### src/rtl/selector.sv
// selector: operation encodings shared between decode and the execute-stage units.
package selector;

    typedef enum logic [2:0] {
        MULDIV_MULT,
        MULDIV_MULTU,
        MULDIV_DIV,
        MULDIV_DIVU,
        MULDIV_NCARE
    } muldiv_funct_t;

endpackage

### src/rtl/muldiv_unit.sv
// muldiv_unit: HI/LO multiply/divide unit with a 32-step restoring divider.
// Define MULDIV_ITER_MULT_EN to replace the single-cycle multiplier with a 32-step shift-add.
module muldiv_unit
    import selector::*;
(
    input  logic          clk,
    input  logic          rst_n,
    input  logic          start,
    input  muldiv_funct_t funct,
    input  logic [31:0]   src_a,
    input  logic [31:0]   src_b,
    input  logic          flush,
    output logic          busy,
    output logic          done,
    output logic [31:0]   hi,
    output logic [31:0]   lo
);

    typedef enum logic [2:0] {StIdle, StMul, StDiv, StFix, StDone} state_t;

    state_t      state_q, state_d;
    logic [5:0]  cnt_q, cnt_d;
    logic [31:0] rem_q, rem_d;
    logic [31:0] quo_q, quo_d;
    logic [31:0] hi_q, hi_d;
    logic [31:0] lo_q, lo_d;
    logic [31:0] b_q;
    logic        neg_q, neg_r, is_div_q;
    logic        busy_q, done_q;

    logic        accept, is_signed, is_div, sign_a, sign_b;
    logic [31:0] mag_a, mag_b;

    assign accept    = start && !flush && (funct != MULDIV_NCARE) &&
                       ((state_q == StIdle) || (state_q == StDone));
    assign is_signed = (funct == MULDIV_MULT) || (funct == MULDIV_DIV);
    assign is_div    = (funct == MULDIV_DIV) || (funct == MULDIV_DIVU);
    assign sign_a    = is_signed & src_a[31];
    assign sign_b    = is_signed & src_b[31];
    assign mag_a     = sign_a ? -src_a : src_a;
    assign mag_b     = sign_b ? -src_b : src_b;

    // Restoring step: the partial remainder stays below the divisor, so bit 32 is the borrow.
    logic [32:0] div_shift, div_diff;
    logic        q_bit;
    assign div_shift = {rem_q, quo_q[31]};
    assign div_diff  = div_shift - {1'b0, b_q};
    assign q_bit     = ~div_diff[32];

    logic [63:0] mul_raw, mul_fix;
`ifdef MULDIV_ITER_MULT_EN
    logic [32:0] mul_sum;
    assign mul_sum = {1'b0, rem_q} + {1'b0, (quo_q[0] ? b_q : 32'd0)};
    assign mul_raw = {rem_q, quo_q};
`else
    assign mul_raw = {32'd0, quo_q} * {32'd0, b_q};
`endif
    assign mul_fix = neg_q ? -mul_raw : mul_raw;

    logic [31:0] quo_fix, rem_fix;
    assign quo_fix = neg_q ? -quo_q : quo_q;
    assign rem_fix = neg_r ? -rem_q : rem_q;

    always_comb begin
        state_d = state_q;
        cnt_d   = cnt_q;
        rem_d   = rem_q;
        quo_d   = quo_q;
        hi_d    = hi_q;
        lo_d    = lo_q;
        case (state_q)
            StIdle: ;
            StMul: begin
`ifdef MULDIV_ITER_MULT_EN
                rem_d = mul_sum[32:1];
                quo_d = {mul_sum[0], quo_q[31:1]};
                cnt_d = cnt_q + 6'd1;
                if (cnt_q == 6'd31) state_d = StFix;
`else
                {hi_d, lo_d} = mul_fix;
                state_d      = StDone;
`endif
            end
            StDiv: begin
                rem_d = q_bit ? div_diff[31:0] : div_shift[31:0];
                quo_d = {quo_q[30:0], q_bit};
                cnt_d = cnt_q + 6'd1;
                if (cnt_q == 6'd31) state_d = StFix;
            end
            StFix: begin
                if (is_div_q) begin
                    hi_d = rem_fix;
                    lo_d = quo_fix;
                end else begin
                    {hi_d, lo_d} = mul_fix;
                end
                state_d = StDone;
            end
            StDone:  state_d = StIdle;
            default: state_d = StIdle;
        endcase
        if (accept) begin
            state_d = is_div ? StDiv : StMul;
            cnt_d   = 6'd0;
            rem_d   = 32'd0;
            quo_d   = mag_a;
        end
        // Abort discards the in-flight result; HI/LO keep their committed values.
        if (flush) begin
            state_d = StIdle;
            cnt_d   = 6'd0;
            hi_d    = hi_q;
            lo_d    = lo_q;
        end
    end

    always_ff @(posedge clk or negedge rst_n) begin
        if (!rst_n) begin
            state_q  <= StIdle;
            cnt_q    <= 6'd0;
            rem_q    <= 32'd0;
            quo_q    <= 32'd0;
            hi_q     <= 32'd0;
            lo_q     <= 32'd0;
            b_q      <= 32'd0;
            neg_q    <= 1'b0;
            neg_r    <= 1'b0;
            is_div_q <= 1'b0;
            busy_q   <= 1'b0;
            done_q   <= 1'b0;
        end else begin
            state_q <= state_d;
            cnt_q   <= cnt_d;
            rem_q   <= rem_d;
            quo_q   <= quo_d;
            hi_q    <= hi_d;
            lo_q    <= lo_d;
            busy_q  <= (state_d == StMul) || (state_d == StDiv) || (state_d == StFix);
            done_q  <= (state_d == StDone);
            if (accept) begin
                b_q      <= mag_b;
                // A zero divisor must yield an all-ones quotient regardless of sign.
                neg_q    <= (sign_a ^ sign_b) & (|src_b);
                neg_r    <= sign_a;
                is_div_q <= is_div;
            end
        end
    end

    assign busy = busy_q;
    assign done = done_q;
    assign hi   = hi_q;
    assign lo   = lo_q;

endmodule

### config.mk
export PLATFORM = sky130hd
export DESIGN_NAME = muldiv_unit
export DESIGN_NICKNAME = d
export VERILOG_FILES = /design/src/rtl/selector.sv /design/src/rtl/muldiv_unit.sv
export SDC_FILE = /design/constraint.sdc
export NUM_CORES = 2
export LEC_CHECK = 0
export BUFFER_PORTS_ARGS = -buffer_cell sky130_fd_sc_hd__buf_2
export CAP_MARGIN = 20
export CORE_MARGIN = 5
export CORE_UTILIZATION = 41
export CTS_CLUSTER_SIZE = 12
export DETAILED_ROUTE_END_ITERATION = 8
export GPL_TIMING_DRIVEN = 0
export HOLD_SLACK_MARGIN = 0.02
export MAX_ROUTING_LAYER = met4
export SLEW_MARGIN = 20
export SYNTH_ARGS = -nofsm -noshare
export SYNTH_HDL_FRONTEND = slang
export SYNTH_SLANG_ARGS = --single-unit
### constraint.sdc
create_clock -name clk -period 7.8 [get_ports clk]
set_clock_uncertainty 0.1 [all_clocks]
set_input_delay 0.78 -clock clk [delete_from_list [all_inputs] [get_ports clk]]
set_output_delay 0.78 -clock clk [all_outputs]
set_load 0.02 [all_outputs]
==> out/summary.json <==
{
  "cts_max_level": {"value": 4},
  "critPathRequiredTime": {"value": 8050, "unit": "ps"},
  "syn_area_per_cell": {"value": 8.593, "unit": "um^2"},
  "layout_commonest_cell": {"value": "sky130_fd_sc_hd__inv_1"},
  "period_share": {"value": 1.169},
  "crit_top_cell": {"value": "sky130_fd_sc_hd__fa_1"},
  "regToRegStartpoint": {"value": "b_q[9]"},
  "worstPathMaxFanout": {"value": 10},
  "nNetsFinal": {"value": 7158},
  "number_of_detailed_route_iterations_in_the_first_pass": {"value": 6},
  "number_of_global_route_vias_before_repair": {"value": 42850},
  "failing_checks": {"value": "negative setup slack"},
  "yosys_top_cell_by_area": {"value": "sky130_fd_sc_hd__fa_1"},
  "clkSlewWorstSetupHoldPaths": {"value": 80, "unit": "ps"},
  "timing_worst_slew_pin_value": {"value": 1236, "unit": "ps"},
  "dp_hpwl": {"value": 176.7, "unit": "mm"},
  "die_width": {"value": 349.2, "unit": "um"},
  "ys_warn_count": {"value": 0},
  "synthDominantCellAreaShare": {"value": 0.3806},
  "design.core.area": {"value": 0.1143, "unit": "mm^2"},
  "startpoint_type": {"value": "flop"},
  "layout-drive-gt1-share": {"value": 0.1824},
  "ys_types": {"value": 98},
  "critical_path.reg2reg.endpoint": {"value": "hi[29]"},
  "timing_hold_violations_final": {"value": 0},
  "seq_area_frac_synth": {"value": 0.09230},
  "number_of_enable_type_register_cells_in_the_synthesized_netlist": {"value": 0},
  "die_y": {"value": 349.2, "unit": "um"},
  "setup_viol_count_final": {"value": 44},
  "pins_over_their_slew_limit": {"value": 0},
  "drtAntennaViolNets": {"value": 0},
  "ctsLongestPathBuffers": {"value": 2},
  "final_cell_mix": {"value": "913 x sky130_fd_sc_hd__inv_1, 853 x sky130_fd_sc_hd__fa_1, 698 x sky130_fd_sc_hd__nand2_1"},
  "worstSetupEndpointType": {"value": "flop"},
  "rsz_0062_raised_after_global_routing": {"value": "yes"},
  "setup.reg_to_reg.worst_slack": {"value": -1320, "unit": "ps"},
  "detail_route.iter0.violations": {"value": 4379},
  "ys_top_cells_by_area": {"value": "sky130_fd_sc_hd__fa_1 38%, sky130_fd_sc_hd__dfrtp_1 9.2%, sky130_fd_sc_hd__ha_1 8.0%"},
  "period_needed": {"value": 9117, "unit": "ps"},
  "number_of_port_buffers": {"value": 135},
  "worst_path_max_delay_cell": {"value": "sky130_fd_sc_hd__or4_4"},
  "drt-wirelength-per-cell": {"value": 29.81, "unit": "um"},
  "placement_rows": {"value": 124},
  "postCtsHoldBufs": {"value": 0},
  "clockRootBuffer": {"value": "sky130_fd_sc_hd__clkbuf_16"},
  "max_clock_freq": {"value": 0.1097, "unit": "GHz"},
  "yosys_register_bits": {"value": 174},
  "drc_errors": {"value": 0},
  "postSynth.topFlopCell": {"value": "sky130_fd_sc_hd__dfrtp_1"},
  "clk_latency": {"value": 490, "unit": "ps"},
  "routed-via-count": {"value": 42530},
  "grt_first_pass_wirelength": {"value": 315.2, "unit": "mm"},
  "gpl_congestion": {"value": 1.043},
  "via_per_inst": {"value": 5.707},
  "postLayoutSetupSlackWorst": {"value": -1317, "unit": "ps"},
  "gr-total-overflow": {"value": 0},
  "max_slew_margin": {"value": 0.1763},
  "largest_net_degree_at_the_start_of_global_routing": {"value": 73},
  "cts_buffers": {"value": 17},
  "worstSetupPathType": {"value": "flop to flop"},
  "tritoncts": {"value": "done"},
  "post_synth_inst_count": {"value": 5490},
  "grt_antenna_before_repair": {"value": 30},
  "worst_hold_slack": {"value": 79.86, "unit": "ps"},
  "routed_wirelength": {"value": 222.1, "unit": "mm"},
  "mapped_cell_area": {"value": 0.04718, "unit": "mm^2"},
  "outcome": {"value": "finished, violations left"},
  "track_usage": {"value": 0.3739},
  "cp.arrival": {"value": 9370, "unit": "ps"},
  "num_io_pins": {"value": 137},
  "die_area": {"value": 0.1219, "unit": "mm^2"},
  "ys_async_rst_share": {"value": 1.000},
  "initial_core_util": {"value": 0.4126},
  "max-cap-violations": {"value": 0},
  "synth.net_count": {"value": 6760},
  "area_growth": {"value": 21.08, "unit": "%"},
  "clock_sink_count": {"value": 174},
  "worstHoldPathType": {"value": "input port to async pin"},
  "critical_path.max_stage_delay": {"value": 570, "unit": "ps"},
  "r2r_cells": {"value": 29}
}
==> cell usage after synthesis (all sizes together), types with 33 or more instances <==
cell type	n
and2	540
nor2	202
nand2	718
a21oi	189
a21o	33
dfrtp	174
a22oi	36
o21ai	314
clkbuf	295
xnor2	131
nor3	46
ha	302
fa	897
inv	922
o31ai	41
xor2	115
nand3	65
buf	48
==> flip-flops by register name, summed over array words and instances (netlist names) <==
name / flops
state_q: 3
cnt_q: 6
done: 1
hi: 32
b_q: 32
busy: 1
is_div_q: 1
rem_q: 32
neg_r: 1
neg_q: 1
lo: 32
quo_q: 32
==> layer usage <==
metal | GRT usage | share of wire
met5 | - | 0
met4 | 0.1794 | 0.061
met3 | 0.08793 | 0.10
met2 | 0.5353 | 0.42
met1 | 0.5006 | 0.41
==> metrics by stage <==
step | instances | instance area [um^2] | setup slack [ps] | util | TNS (ps)
global route | 7439 | 57090 | -1549 | 0.4992 | -51630
floorplan | 5490 | 47450 | -468.6 | - | -4919
finish | 7452 | 57120 | -1317 | 0.4995 | -42740
global placement | 7137 | 50020 | -4055 | 0.4374 | -139920
detailed placement | 7140 | 50120 | -3839 | 0.4384 | -135060
CTS | 7361 | 56010 | -1192 | 0.4898 | -34460
==> cell type report <==
type                            instances  area (um^2)
Antenna cell                           41        102.6
Buffer                                320         3252
Clock buffer                           18        429.2
Clock inverter                         12        172.7
Fill cell                           11000        57230
Inverter                              923         3470
Multi-Input combinational cell       4050        40310
Sequential cell                       174         4400
Tap cell                             1512         1892
Timing Repair Buffer                  402         3087
==> kinds of logic (layout without fill, tap and decap cells) <==
| logic type | after synthesis | in the layout | share of synthesized area |
|---|---|---|---|
| simple gates | 1768 | 1768 | 0.1865 |
| xor+xnor | 246 | 246 | 0.04583 |
| flops | 174 | 174 | 0.09230 |
| mux | 29 | 29 | 0.006471 |
| other cells | 0 | 41 | 0 |
| buf+inv | 1266 | 1675 | 0.1016 |
| fa+ha+maj | 1199 | 1199 | 0.4607 |
| compound gates | 808 | 808 | 0.1066 |
==> critical path: cells and delay by family, from the launching register on <==
| kind | cells | cell delay, ps |
|---|---|---|
| fa+ha+maj | 9 | 4170 |
| simple gates | 7 | 1900 |
| buf+inv | 6 | 1000 |
| compound gates | 6 | 1150 |
| xor+xnor | 1 | 220 |
| flops | 1 | 400 |
==> worst max-delay path by stage <==
stage	cells past startpoint	to	slack, ps	from
floorplan	29	hi[29]	-470	quo_q[16]
global placement	26	hi[30]	-4060	quo_q[28]
detailed placement	27	hi[30]	-3840	quo_q[22]
CTS	32	hi[29]	-1190	quo_q[12]
global route	32	hi[29]	-1550	b_q[10]
finish	29	hi[29]	-1320	b_q[9]
==> timing repair <==
item,4_1_cts,5_1_grt
setup endpoints to repair,52,46
gates cloned,3,0
resized for setup,914,179
buffers inserted,209,53
pin swaps,189,98
Power is not shown: default switching activity piles up to over one toggle a cycle in this logic, so the estimate is an artifact.
